### src/rtl/cmp_core_sched.sv
// Round-robin scheduler that time-shares one external sum-compare core among N_REQ requesters.
// One request is in flight at a time: IDLE grants, EVAL lets the core settle, RESP holds the result.
module cmp_core_sched #(
  parameter int N_REQ = 4,
  parameter int W     = 3,
  parameter int ID_W  = 2,
  parameter int CNT_W = 16
) (
  input  logic               clk,
  input  logic               rst,
  input  logic [N_REQ-1:0]   req_valid,
  output logic [N_REQ-1:0]   req_ready,
  input  logic [N_REQ*W-1:0] req_a,
  input  logic [N_REQ*W-1:0] req_b,
  input  logic [N_REQ*W-1:0] req_c,
  input  logic [N_REQ*W-1:0] req_d,
  output logic [W-1:0]       core_a,
  output logic [W-1:0]       core_b,
  output logic [W-1:0]       core_c,
  output logic [W-1:0]       core_d,
  input  logic               core_out,
  output logic               rsp_valid,
  input  logic               rsp_ready,
  output logic               rsp_gt,
  output logic [ID_W-1:0]    rsp_id,
  output logic               busy,
  output logic [CNT_W-1:0]   eval_cnt
);

  typedef enum logic [1:0] {IDLE, EVAL, RESP} state_t;

  state_t            state_reg, state_next;
  logic [ID_W-1:0]   rr_ptr_reg;
  logic [ID_W-1:0]   id_reg;
  logic [W-1:0]      core_a_reg, core_b_reg, core_c_reg, core_d_reg;
  logic              rsp_valid_reg, rsp_gt_reg;
  logic [ID_W-1:0]   rsp_id_reg;
  logic [CNT_W-1:0]  eval_cnt_reg;

  logic              grant_any;
  logic [ID_W-1:0]   grant_idx;
  logic [ID_W-1:0]   rr_ptr_next;
  logic [N_REQ-1:0]  grant_onehot;
  logic              handshake;
  logic              accept;

  logic [W-1:0] a_arr [N_REQ];
  logic [W-1:0] b_arr [N_REQ];
  logic [W-1:0] c_arr [N_REQ];
  logic [W-1:0] d_arr [N_REQ];

  for (genvar gi = 0; gi < N_REQ; gi++) begin : g_unpack
    assign a_arr[gi]        = req_a[gi*W +: W];
    assign b_arr[gi]        = req_b[gi*W +: W];
    assign c_arr[gi]        = req_c[gi*W +: W];
    assign d_arr[gi]        = req_d[gi*W +: W];
    assign grant_onehot[gi] = grant_any && (grant_idx == ID_W'(gi));
  end

  // Scan from rr_ptr upward, wrapping at N_REQ so non-power-of-2 counts never reach unused indices.
  always_comb begin : p_arb
    logic [ID_W:0] idx;
    grant_any = 1'b0;
    grant_idx = '0;
    idx       = '0;
    for (int i = 0; i < N_REQ; i++) begin
      idx = {1'b0, rr_ptr_reg} + (ID_W+1)'(i);
      if (idx >= (ID_W+1)'(N_REQ)) idx = idx - (ID_W+1)'(N_REQ);
      if (!grant_any && req_valid[idx[ID_W-1:0]]) begin
        grant_any = 1'b1;
        grant_idx = idx[ID_W-1:0];
      end
    end
  end

  assign rr_ptr_next = (grant_idx == ID_W'(N_REQ-1)) ? '0 : grant_idx + 1'b1;
  assign handshake   = (state_reg == IDLE) && grant_any;
  assign accept      = (state_reg == RESP) && rsp_ready;

  always_ff @(posedge clk or posedge rst) begin
    if (rst) state_reg <= IDLE;
    else     state_reg <= state_next;
  end

  always_comb begin
    state_next = state_reg;
    case (state_reg)
      IDLE:    if (handshake) state_next = EVAL;
      EVAL:    state_next = RESP;
      RESP:    if (rsp_ready) state_next = IDLE;
      default: state_next = IDLE;
    endcase
  end

  // Core operands are only loaded on a grant, so core_out is settled for the whole EVAL cycle.
  always_ff @(posedge clk or posedge rst) begin
    if (rst) begin
      rr_ptr_reg    <= '0;
      id_reg        <= '0;
      core_a_reg    <= '0;
      core_b_reg    <= '0;
      core_c_reg    <= '0;
      core_d_reg    <= '0;
      rsp_valid_reg <= 1'b0;
      rsp_gt_reg    <= 1'b0;
      rsp_id_reg    <= '0;
      eval_cnt_reg  <= '0;
    end else begin
      if (handshake) begin
        core_a_reg <= a_arr[grant_idx];
        core_b_reg <= b_arr[grant_idx];
        core_c_reg <= c_arr[grant_idx];
        core_d_reg <= d_arr[grant_idx];
        id_reg     <= grant_idx;
        rr_ptr_reg <= rr_ptr_next;
      end
      if (state_reg == EVAL) begin
        rsp_gt_reg    <= core_out;
        rsp_id_reg    <= id_reg;
        rsp_valid_reg <= 1'b1;
      end
      if (accept) begin
        rsp_valid_reg <= 1'b0;
        eval_cnt_reg  <= eval_cnt_reg + CNT_W'(1);
      end
    end
  end

  assign req_ready = (state_reg == IDLE) ? grant_onehot : '0;
  assign core_a    = core_a_reg;
  assign core_b    = core_b_reg;
  assign core_c    = core_c_reg;
  assign core_d    = core_d_reg;
  assign rsp_valid = rsp_valid_reg;
  assign rsp_gt    = rsp_gt_reg;
  assign rsp_id    = rsp_id_reg;
  assign busy      = (state_reg != IDLE);
  assign eval_cnt  = eval_cnt_reg;

endmodule

### config.mk
export PLATFORM = sky130hd
export DESIGN_NAME = cmp_core_sched
export DESIGN_NICKNAME = d
export VERILOG_FILES = /design/src/rtl/cmp_core_sched.sv
export SDC_FILE = /design/constraint.sdc
export NUM_CORES = 1
export LEC_CHECK = 0
export ABC_AREA = 1
export ABC_CLOCK_PERIOD_IN_PS = 2000
export CORE_ASPECT_RATIO = 0.75
export CORE_UTILIZATION = 25
export DETAILED_ROUTE_END_ITERATION = 7
export GPL_ROUTABILITY_DRIVEN = 0
export HOLD_SLACK_MARGIN = 0.05
export PLACE_DENSITY = 0.62
export SYNTH_ARGS = -nofsm -noshare
export SYNTH_HDL_FRONTEND = slang
export SYNTH_SLANG_ARGS = --single-unit
### constraint.sdc
create_clock -name clk -period 2 [get_ports clk]
set_input_delay 0.2 -clock clk [delete_from_list [all_inputs] [get_ports clk]]
set_output_delay 0.2 -clock clk [all_outputs]
set_load 0.02 [all_outputs]
==> summary.md <==
| Metric | Value |
|---|---|
| Clk buf depth | 2 |
| Syn Nets | around 380 |
| HP Class | in -> async |
| Setup Viol. Count Final | 16 |
| Most frequent cells after synthesis | nand2_1, nand3_1, dfrtp_1 |
| Skew-Pair Late Insertion Delay | between 0.2 and 0.3 ns |
| Yosys Warn Count | 0 |
| DRT Wirelength | approximately 7800 um |
| Layout cells sized above 1 | 0.2867 |
| Final instance area | about 0.0042 sq mm |
| CTS tree | built |
| Drt drc | 0 |
| H-tree Lvls | 2 |
| Clk_skew | between 0.003 and 0.004 ns |
| Area of the mapped netlist | 0.002407 sq mm |
| Power, Total | between 7 and 8 mW |
| Post-synth EDFFs | 0 |
| WL per Instance | ~14 um |
| P per Cell Area | 1801 mW/mm^2 |
| Max reg flops | 16 |
| Rows | 30 |
| CP Launch Point | rr_ptr_reg[0]$_DFFE_PP0P_ |
| Unrepaired setup endpoints after global routing | true |
| Reg2reg setup slack | -0.07 ns |
| Vias in the first global route | 2543 |
| FMAX | between 400 and 500 MHz |
| CTS Buf Count | 5 |
| Final WS setup | -0.2719 ns |
| Initial antenna violation count | 0 |
| Worst setup endpoint | req_ready[1] |
| P_leak | ~2.0 nW |
| Worst-path fanout max | 4 |
| Synth top area share | 0.3950 |
| Period Utilization, post-route | 1.136 |
| Worst-path clk slew | 0.06 ns |
| Clk root buf | clkbuf_16 |
| Failing checks | setup timing |
| Final #Nets | 507 |
| Dpl cell area | 0.003617 sq mm |
| Post-route ant nets | 0 |
| Max Slew Vio Count | 0 |
| Num ports | between 90 and 100 |
| Critical Path Source Type | flip-flop |
| Remaining global-route overflow | 0 |
| Final Hold Violating Endpoints | 0 |
| Overall Global Routing Usage | 0.1590 |
| 1st-iter DRT viols | around 120 |
| Peak supply drop | between 0.9 and 1 mV |
| #FFs+latches synth | 38 |
| Slew headroom | 0.6680 |
| Synth area leaders | dfrtp_1, nand2_1, nand3_1 |
| Pre-Repair DR Iteration Count | 4 |
| Fin crit period | 2.272 ns |
| Initial Util | 0.2618 |
| Placed cell count | around 560 |
| First-pass GRT wire length | between 10000 and 15000 um |
| Largest net degree at the start of global routing | 39 |
| Filler instances | 908 |
| Seq/Total Area, Yosys | 0.3950 |
| Worst reg2reg path depth | 15 |
| Worst reg2reg startpoint | rr_ptr_reg[0]$_DFFE_PP0P_ |
| Final cell count without fillers | slightly below 600 |
| CTS Sinks | 38 |
| Async SR Flop Fraction | 1.000 |
| Cell variety after synth | 28 |
| Crit end category | output port |
| Via count | roughly 2.6k |
| Count leader, synth | nand2_1 |
| N_diodes | 0 |
| Port Buffers | a little over 90 |
| Via density | between 4 and 5 |
| Area grow syn2layout | 75.73% |
| Hold buffers post-CTS | 0 |
| Critical Path AT | 2.07 ns |
| Main flop type after synthesis | dfrtp_1 |
| Core area | 0.009196 sq mm |
| Critical setup path kind | reg -> out |
| Synth area leader | dfrtp_1 |
| Mapped Cells | 323 |
| Max cap viols | 0 |
| Data required time at the worst endpoint | approximately 1.8 ns |
| Syn_area_per_cell | between 7 and 8 sq um |
| Slew @ Worst Pin | 0.4980 ns |
| Die area | approximately 0.010 sq mm |
| Die Y | slightly below 90 um |
| FF-to-FF End | core_d[1]$_DFFE_PP0P_ |
| Detailed Place HPWL | 5624 um |
| Status | finished, violations left |
| Die width | between 100 and 150 um |
cells by family (layout without fill, tap and decap cells):
logic type,after synthesis,after routing,share of synthesized area
flip-flops,38,38,0.3950
adder cells (fa/ha/maj),2,2,0.01039
AND/OR/NAND/NOR,206,206,0.4184
XOR/XNOR,15,15,0.05458
buffers and inverters,54,181,0.1039
AO/OA/AOI/OAI,8,8,0.01767
how the worst min path moves through the flow:
stage,start,end,cells after the start
after floorplan,core_out,rsp_gt$_DFFE_PP0P_,2
after global placement,eval_cnt[15]$_DFFE_PP0P_,eval_cnt[15]$_DFFE_PP0P_,1
after detailed placement,eval_cnt[15]$_DFFE_PP0P_,eval_cnt[15]$_DFFE_PP0P_,1
after CTS,rst,eval_cnt[8]$_DFFE_PP0P_,3
after global routing,rst,eval_cnt[8]$_DFFE_PP0P_,3
final,rst,eval_cnt[7]$_DFFE_PP0P_,3
final cells by class:
class,count,area (sq um),area share
timing repair buffer,129,1272,0.3008
inverter,43,173.9,0.04111
clock inverter,3,68.82,0.01627
multi-input combinational,231,1469,0.3472
timing repair inverter,1,7.507,0.001775
sequential,38,953.4,0.2254
clock buffer,5,125.1,0.02958
tap,128,160.2,0.03786
worst max-delay path: stages (launching register included):
cell and delay [ns]:
dfrtp_2 0.46, clkinvlp_4 0.16, nand2_1 0.08, nand2_1 0.10, nand2_2 0.10, nand2_2 0.07, nand4_1 0.11, nand2_2 0.09
nor2_4 0.14, inv_2 0.08, buf_6 0.12, nor3_4 0.15, buf_6 0.14
metrics by stage:
stage	hold WS, ns	worst slack, ns	setup TNS [ns]	utilization
6_report	0.3446	-0.2719	-1.408	0.4600
5_1_grt	0.3871	-0.3587	-3.033	0.4600
4_1_cts	0.3669	-0.1949	-0.7534	0.4385
3_5_place_dp	0.4614	-0.6504	-4.138	0.3933
3_3_place_gp	0.4549	-0.6096	-2.970	0.3933
2_1_floorplan	0.3167	0.008645	0	-
per-layer routing:
layer	vias to the layer above	GRT usage	share of wire
li1	1285	-	-
met1	1228	0.1976	0.43
met2	81	0.2754	0.50
met3	12	0.03827	0.057
met4	0	0.04132	0.014
met5	-	0	0
cell usage in the layout (no fill, tap or decap), drive strengths merged:
master         Yosys  routed
clkinvlp           0       1
nor3               5       5
xnor2              6       6
clkinv             0       1
a21oi              1       1
bufinv             0       2
buf               11      40
and2               1       1
o21a               1       1
clkdlybuf4s50      0      88
ha                 2       2
nand2             95      95
inv               43      43
nor2              30      30
nand3             47      47
xor2               9       9
dfrtp             38      38
o21ai              6       6
nand3b            14      14
nand4             14      14
clkbuf             0       6
timing repair:
item	CTS	global route
buffers inserted	4	3
endpoints found under the setup margin	6	19
cloned	1	1
resized for setup	74	41
pin swaps	15	8
power by group:
part,internal (mW),total [mW],switching (mW),leakage [nW]
sequential,1.05,1.26,0.209,0.484
clock,0.717,1.04,0.322,0.0940
combinational,2.37,5.32,2.94,1.43
No activity file was read; power rests on OpenSTA's default activity.
